===== src/rtl/mips_mc_ctrl.sv =====
// Multi-cycle control FSM for the 8-bit MIPS core. Decodes opcode/funct,
// sequences each instruction over 3-5 cycles, drives the datapath strobes
// and guards every memory access with a bounded mem_ready wait.
module mips_mc_ctrl #(
  parameter bit          HALT_ON_ILLEGAL = 1'b1,
  parameter int unsigned MEM_TIMEOUT     = 15
) (
  input  logic       clk,
  input  logic       rst_n,
  input  logic [5:0] opcode,
  input  logic [5:0] funct,
  input  logic       z,
  input  logic       mem_ready,
  output logic [2:0] alu_sel,
  output logic       alu_src_a,
  output logic [1:0] alu_src_b,
  output logic [1:0] pc_src,
  output logic       pc_write,
  output logic       iord,
  output logic       mem_read,
  output logic       mem_write,
  output logic       ir_write,
  output logic       reg_dst,
  output logic       mem_to_reg,
  output logic       reg_write,
  output logic       illegal,
  output logic       bus_err,
  output logic [3:0] state
);

  typedef enum logic [3:0] {
    S_FETCH     = 4'd0,  S_DECODE    = 4'd1,  S_MEM_ADDR = 4'd2,
    S_MEM_READ  = 4'd3,  S_MEM_WB    = 4'd4,  S_MEM_WRITE = 4'd5,
    S_R_EXEC    = 4'd6,  S_R_WB      = 4'd7,  S_BRANCH   = 4'd8,
    S_JUMP      = 4'd9,  S_ADDI_EXEC = 4'd10, S_ADDI_WB  = 4'd11,
    S_HALT      = 4'd12
  } state_e;

  localparam logic [5:0] OP_R = 6'b000000, OP_LW = 6'b100011, OP_SW = 6'b101011;
  localparam logic [5:0] OP_BEQ = 6'b000100, OP_ADDI = 6'b001000, OP_J = 6'b000010;

  localparam logic [2:0] ALU_AND = 3'b000, ALU_OR  = 3'b001, ALU_ADD = 3'b010;
  localparam logic [2:0] ALU_NOR = 3'b011, ALU_SUB = 3'b110, ALU_SLT = 3'b111;

  // Wait counter value that, once reached without mem_ready, is a bus error.
  localparam logic [4:0] WAIT_LIMIT = 5'(MEM_TIMEOUT);

  state_e     state_q, state_d;
  logic [3:0] wait_cnt_q, wait_cnt_d;
  logic [2:0] alu_sel_q, alu_sel_d;
  logic       is_sw_q, is_sw_d;
  logic       illegal_q, illegal_d;
  logic       bus_err_q, bus_err_d;

  state_e     dec_next;
  logic [2:0] dec_sel;
  logic       dec_illegal;
  logic       wait_expired;

  // Instruction decode: next state and R-type ALU function from the IR fields.
  always_comb begin
    // NOTE: every variable gets a default first so no path leaves it unassigned (no latch).
    dec_next    = S_FETCH;
    dec_sel     = ALU_ADD;
    dec_illegal = 1'b0;
    unique case (opcode)
      OP_R: begin
        dec_next = S_R_EXEC;
        case (funct)
          6'b100100: dec_sel = ALU_AND;
          6'b100101: dec_sel = ALU_OR;
          6'b100000: dec_sel = ALU_ADD;
          6'b100111: dec_sel = ALU_NOR;
          6'b100010: dec_sel = ALU_SUB;
          6'b101010: dec_sel = ALU_SLT;
          default:   dec_illegal = 1'b1;
        endcase
      end
      OP_LW, OP_SW: dec_next = S_MEM_ADDR;
      OP_BEQ:       dec_next = S_BRANCH;
      OP_ADDI:      dec_next = S_ADDI_EXEC;
      OP_J:         dec_next = S_JUMP;
      default:      dec_illegal = 1'b1;
    endcase
    if (dec_illegal) dec_next = HALT_ON_ILLEGAL ? S_HALT : S_FETCH;
  end

  // Expiry happens on the cycle the counter would reach the limit; mem_ready wins.
  assign wait_expired = !mem_ready && (({1'b0, wait_cnt_q} + 5'd1) == WAIT_LIMIT);

  // Next-state logic; the wait counter idles at zero so every wait state entry starts clean.
  always_comb begin
    state_d    = state_q;
    wait_cnt_d = '0;
    alu_sel_d  = alu_sel_q;
    is_sw_d    = is_sw_q;
    illegal_d  = illegal_q;
    bus_err_d  = bus_err_q;
    case (state_q)
      S_FETCH, S_MEM_READ, S_MEM_WRITE: begin
        if (mem_ready) begin
          case (state_q)
            S_FETCH:    state_d = S_DECODE;
            S_MEM_READ: state_d = S_MEM_WB;
            default:    state_d = S_FETCH;
          endcase
        end else if (wait_expired) begin
          state_d   = S_HALT;
          bus_err_d = 1'b1;
        end else begin
          wait_cnt_d = wait_cnt_q + 4'd1;
        end
      end
      S_DECODE: begin
        state_d   = dec_next;
        alu_sel_d = dec_sel;
        is_sw_d   = (opcode == OP_SW);
        if (dec_illegal && HALT_ON_ILLEGAL) illegal_d = 1'b1;
      end
      S_MEM_ADDR:  state_d = is_sw_q ? S_MEM_WRITE : S_MEM_READ;
      S_R_EXEC:    state_d = S_R_WB;
      S_ADDI_EXEC: state_d = S_ADDI_WB;
      S_HALT:      state_d = S_HALT;
      default:     state_d = S_FETCH;
    endcase
  end

  // State and sticky flag registers.
  always_ff @(posedge clk or negedge rst_n) begin
    if (!rst_n) begin
      state_q    <= S_FETCH;
      wait_cnt_q <= '0;
      alu_sel_q  <= ALU_ADD;
      is_sw_q    <= 1'b0;
      illegal_q  <= 1'b0;
      bus_err_q  <= 1'b0;
    end else begin
      // NOTE: non-blocking assignments so every flop samples pre-edge values.
      state_q    <= state_d;
      wait_cnt_q <= wait_cnt_d;
      alu_sel_q  <= alu_sel_d;
      is_sw_q    <= is_sw_d;
      illegal_q  <= illegal_d;
      bus_err_q  <= bus_err_d;
    end
  end

  // Moore datapath controls; pc_write/ir_write follow mem_ready in FETCH and z in BRANCH.
  always_comb begin
    alu_sel    = '0;
    alu_src_a  = 1'b0;
    alu_src_b  = '0;
    pc_src     = '0;
    pc_write   = 1'b0;
    iord       = 1'b0;
    mem_read   = 1'b0;
    mem_write  = 1'b0;
    ir_write   = 1'b0;
    reg_dst    = 1'b0;
    mem_to_reg = 1'b0;
    reg_write  = 1'b0;
    illegal    = 1'b0;
    bus_err    = 1'b0;
    if (rst_n) begin
      case (state_q)
        S_FETCH: begin
          mem_read  = 1'b1;
          alu_src_b = 2'b01;
          alu_sel   = ALU_ADD;
          ir_write  = mem_ready;
          pc_write  = mem_ready;
        end
        S_DECODE: begin
          alu_src_b = 2'b11;
          alu_sel   = ALU_ADD;
          illegal   = dec_illegal;
        end
        S_MEM_ADDR, S_ADDI_EXEC: begin
          alu_src_a = 1'b1;
          alu_src_b = 2'b10;
          alu_sel   = ALU_ADD;
        end
        S_MEM_READ: begin
          mem_read = 1'b1;
          iord     = 1'b1;
        end
        S_MEM_WB: begin
          reg_write  = 1'b1;
          mem_to_reg = 1'b1;
        end
        S_MEM_WRITE: begin
          mem_write = 1'b1;
          iord      = 1'b1;
        end
        S_R_EXEC: begin
          alu_src_a = 1'b1;
          alu_sel   = alu_sel_q;
        end
        S_R_WB: begin
          reg_write = 1'b1;
          reg_dst   = 1'b1;
        end
        S_ADDI_WB: reg_write = 1'b1;
        S_BRANCH: begin
          alu_src_a = 1'b1;
          alu_sel   = ALU_SUB;
          pc_src    = 2'b01;
          pc_write  = z;
        end
        S_JUMP: begin
          pc_src   = 2'b10;
          pc_write = 1'b1;
        end
        default: ;
      endcase
      illegal = illegal | illegal_q;
      bus_err = bus_err_q;
    end
  end

  assign state = state_q;

endmodule


===== config.mk =====
export PLATFORM = sky130hd
export DESIGN_NAME = mips_mc_ctrl
export DESIGN_NICKNAME = d
export VERILOG_FILES = /design/src/rtl/mips_mc_ctrl.sv
export SDC_FILE = /design/constraint.sdc
export NUM_CORES = 1
export LEC_CHECK = 0
export BUFFER_PORTS_ARGS = -buffer_cell sky130_fd_sc_hd__buf_4
export CAP_MARGIN = 20
export CORE_MARGIN = 2
export CORE_UTILIZATION = 36
export CTS_CLUSTER_SIZE = 12
export DETAILED_ROUTE_END_ITERATION = 6
export PLACE_DENSITY_LB_ADDON = 0.08
export SKIP_CTS_REPAIR_TIMING = 1
export SLEW_MARGIN = 10
export SYNTH_ARGS = -nofsm -noshare
export SYNTH_HDL_FRONTEND = slang
export SYNTH_SLANG_ARGS = --single-unit

===== constraint.sdc =====
create_clock -name clk -period 3.2 [get_ports clk]
set_clock_uncertainty 0.2 [all_clocks]
set_input_delay 0.64 -clock clk [delete_from_list [all_inputs] [get_ports clk]]
set_output_delay 0.64 -clock clk [all_outputs]
set_load 0.01 [all_outputs]

==> results.yml <==
synthesis:
  post-synth-top-count-cell: "sky130_fd_sc_hd__nor2_1"
  synthSimpleGateAreaFrac_pct: 33.30
  postSynthAreaPerCell_sq_um: 7.908
  synthAdderAreaFrac_pct: 2.068
  synth_compound_area_share_pct: 23.47
  post_synth_inst_count: 153
  yosys_warnings: 0
  synth.ff_latch_count: 14
  synthesis.nets: 171
  synthArstFlopShare_pct: 100.0
  synth_top_area_share_pct: 26.89
  ranking_of_synthesized_cells_by_instance_count: "22 x sky130_fd_sc_hd__nor2_1, 15 x sky130_fd_sc_hd__nand2_1, 13 x sky130_fd_sc_hd__dfrtp_1"
  synth_seq_area_share_pct: 29.06
  synthesis.area_sq_um: 1210
  combinational_family_with_the_most_area_after_synthesis: "simple AND/OR/NAND/NOR gates"
  post_synthesis_cell_type_count: 44
  number_of_synthesized_flops_with_an_enable_pin: 0
  synth.mux.area_fraction_pct: 0.9307
  synth_area_leaders: "sky130_fd_sc_hd__dfrtp_1 27%, sky130_fd_sc_hd__nor2_1 6.8%, sky130_fd_sc_hd__nand2_1 4.7%"
  yosys.area.top_type: "sky130_fd_sc_hd__dfrtp_1"
  xor_and_xnor_fraction_of_the_mapped_netlist_area_pct: 5.067
  dominantRegCellSynth: "sky130_fd_sc_hd__dfrtp_1"
grt:
  grt_first_pass_wirelength_mm: 5.168
  gr-total-overflow: 0
  number_of_global_route_vias_before_repair: 1133
  pin_count_of_the_biggest_net_entering_global_routing: 20
  track_usage_pct: 18.36
  grt_antenna_before_repair: 0
hold_path:
  worstHoldPathType: "input port to async pin"
timing:
  final_period_utilization_pct: 88.46
  relSlewSlack_pct: 54.67
  maxClockFrequency_mhz: 353.3
  period_minus_slack_ns: 2.831
  finalHoldViolations: 0
  timing.setup.tns_ns: 0
  grt_setup_unrepaired: "false"
  timing.final.setup_violations: 0
  slew_violations: 0
  timing_worst_slew_pin_value_ns: 0.6800
  hold_ws_ns: 0.1484
detailed_routing:
  num_vias: 1277
  wl_per_cell_um: 14.20
  antenna_left: 0
  drt_first_pass_iters: 4
  drc: 0
  vias_per_cell: 5.434
  postRouteWirelength_mm: 3.336
  dr.first_iter.drc_count: 69
clock_tree:
  clock_path_buffers: 2
  cts.root.buffer_cell: "sky130_fd_sc_hd__clkbuf_4"
  clkSlewWorstSetupHoldPaths_ns: 0.10
  tritoncts: "done"
  number_of_buffers_created_by_cts: 3
  cts.sink_count: 14
  clock_latency_ns: 0.29
  cts-htree-levels: 1
placement:
  port_buffers: 37
  post-place-cells: 231
  half_perimeter_wire_length_after_placement_mm: 2.664
  globalplace.congestion: 0.8272
finish:
  area_delta_synth_final_pct: 28.96
  layout-drive-gt1-share_pct: 29.10
  num_antenna_cells: 0
  stdcell_count: 235
  nNetsFinal: 208
setup_path:
  critPathMaxFanout: 4
  path_buf_inv: 2
  reg2reg_setup_slack_ns: 1.07
  crit_top_cell: "sky130_fd_sc_hd__buf_4"
  setup.worst_path.end_class: "primary output"
  worst_ep_arrival_time_ns: 1.99
  timing.setup.critical_path_class: "input port to primary output"
  cp_top_family: "simple AND/OR/NAND/NOR gates"
  critical-path-slowest-cell: "sky130_fd_sc_hd__nor4_2"
  crit_path_max_incr_delay_ns: 0.35
  chain_of_cells_forming_the_critical_path: "buf_4 > nor4_2 > and4b_1 > a22oi_1 > a21o_1 > and2_1 > buf_4"
  crit_start_category: "input port"
  required_time_of_the_critical_path_ns: 2.36
power:
  power.density_nw_per_um2: 561.9
  ir_worst_vdd_mv: 0.2640
  static-leakage-power_nw: 0.6833
die:
  die_x_um: 61.97
  core_region_area_sq_um: 3284
  chipHeight_um: 61.97
  fp-row-count: 21
  io_pins: 38
  die_area_sq_um: 3840
  initial_utilization_pct: 36.84
status:
  status: "completed"
flow_run:
  max-cap-violations: 0
## power breakdown
group | internal (W) | switching [W]
combinational | 0.000206 | 0.000244
sequential | 0.000204 | 0.0000910
clock | 0.0000692 | 0.0000619
## cells by family after synthesis
kind of cell / after synthesis
adder cells (fa/ha/maj): 2
multiplexers: 1
AND/OR/NAND/NOR: 73
buffers and inverters: 16
AO/OA/AOI/OAI: 40
flip-flops: 14
XOR/XNOR: 7
## sequential cells by signal, summed over array words and instances, names as in the netlist
register and count:
state 4, wait_cnt_q 4, alu_sel_q 3, bus_err_q 1
illegal_q 1, is_sw_q 1
## per-layer routing
metal / global-route usage [%] / part of all wire (%) / vias to the layer above
met5: 0 / 0 / -
met4: 5.471 / 1.4 / 0
met3: 3.520 / 6.8 / 7
met2: 33.04 / 50 / 53
met1: 21.95 / 42 / 594
li1: - / - / 623
## layout make-up
| class | instances | area [sq um] |
|---|---|---|
| tap | 46 | 57.56 |
| timing repair buffer | 40 | 300.3 |
| fill | 356 | 1724 |
| inverter | 8 | 30.03 |
| clock buffer | 4 | 36.28 |
| sequential | 14 | 351.6 |
| multi-input combinational | 123 | 784.5 |
## cell usage in the layout, fill, tap and decap left out, drive strengths merged, types with 2 or more instances in the layout
master / count
clkbuf: 4
nand4b: 3
dfrtp: 13
nor3: 8
o31ai: 2
a221oi: 2
xnor2: 3
nor2: 22
o22a: 2
a22oi: 2
buf: 40
nand2: 15
nand2b: 3
and2: 3
nand3: 4
and4b: 2
xor2: 4
o22ai: 3
a211oi: 2
a21oi: 9
inv: 8
nor2b: 3
o21ai: 8
a21o: 3
or2: 3
ha: 2
## path summary, 6_finish.rpt
kind                                     end  depth (start not counted)  startpoint
min in group clk                   illegal_q                          1   illegal_q
worst min register to register     illegal_q                          1   illegal_q
worst max register to register      state[2]                          5    state[2]
worst min-delay path                state[1]                          2       rst_n
worst max-delay path                 illegal                          7   opcode[5]
max in group asynchronous       alu_sel_q[1]                          2       rst_n
## per-stage QoR
stage / power (W) / util, % / setup slack (ns) / area [sq um]
floorplan: 0.0005776 / - / 0.7275 / 1210
global placement: 0.0007437 / 46.40 / 0.3971 / 1524
detailed placement: 0.0007483 / 46.40 / 0.3650 / 1524
CTS: 0.0008800 / 47.50 / 0.3595 / 1560
global route: 0.0009571 / 47.50 / 0.2441 / 1560
finish: 0.0008768 / 47.50 / 0.3692 / 1560
No activity file was read; power rests on OpenSTA's default activity.
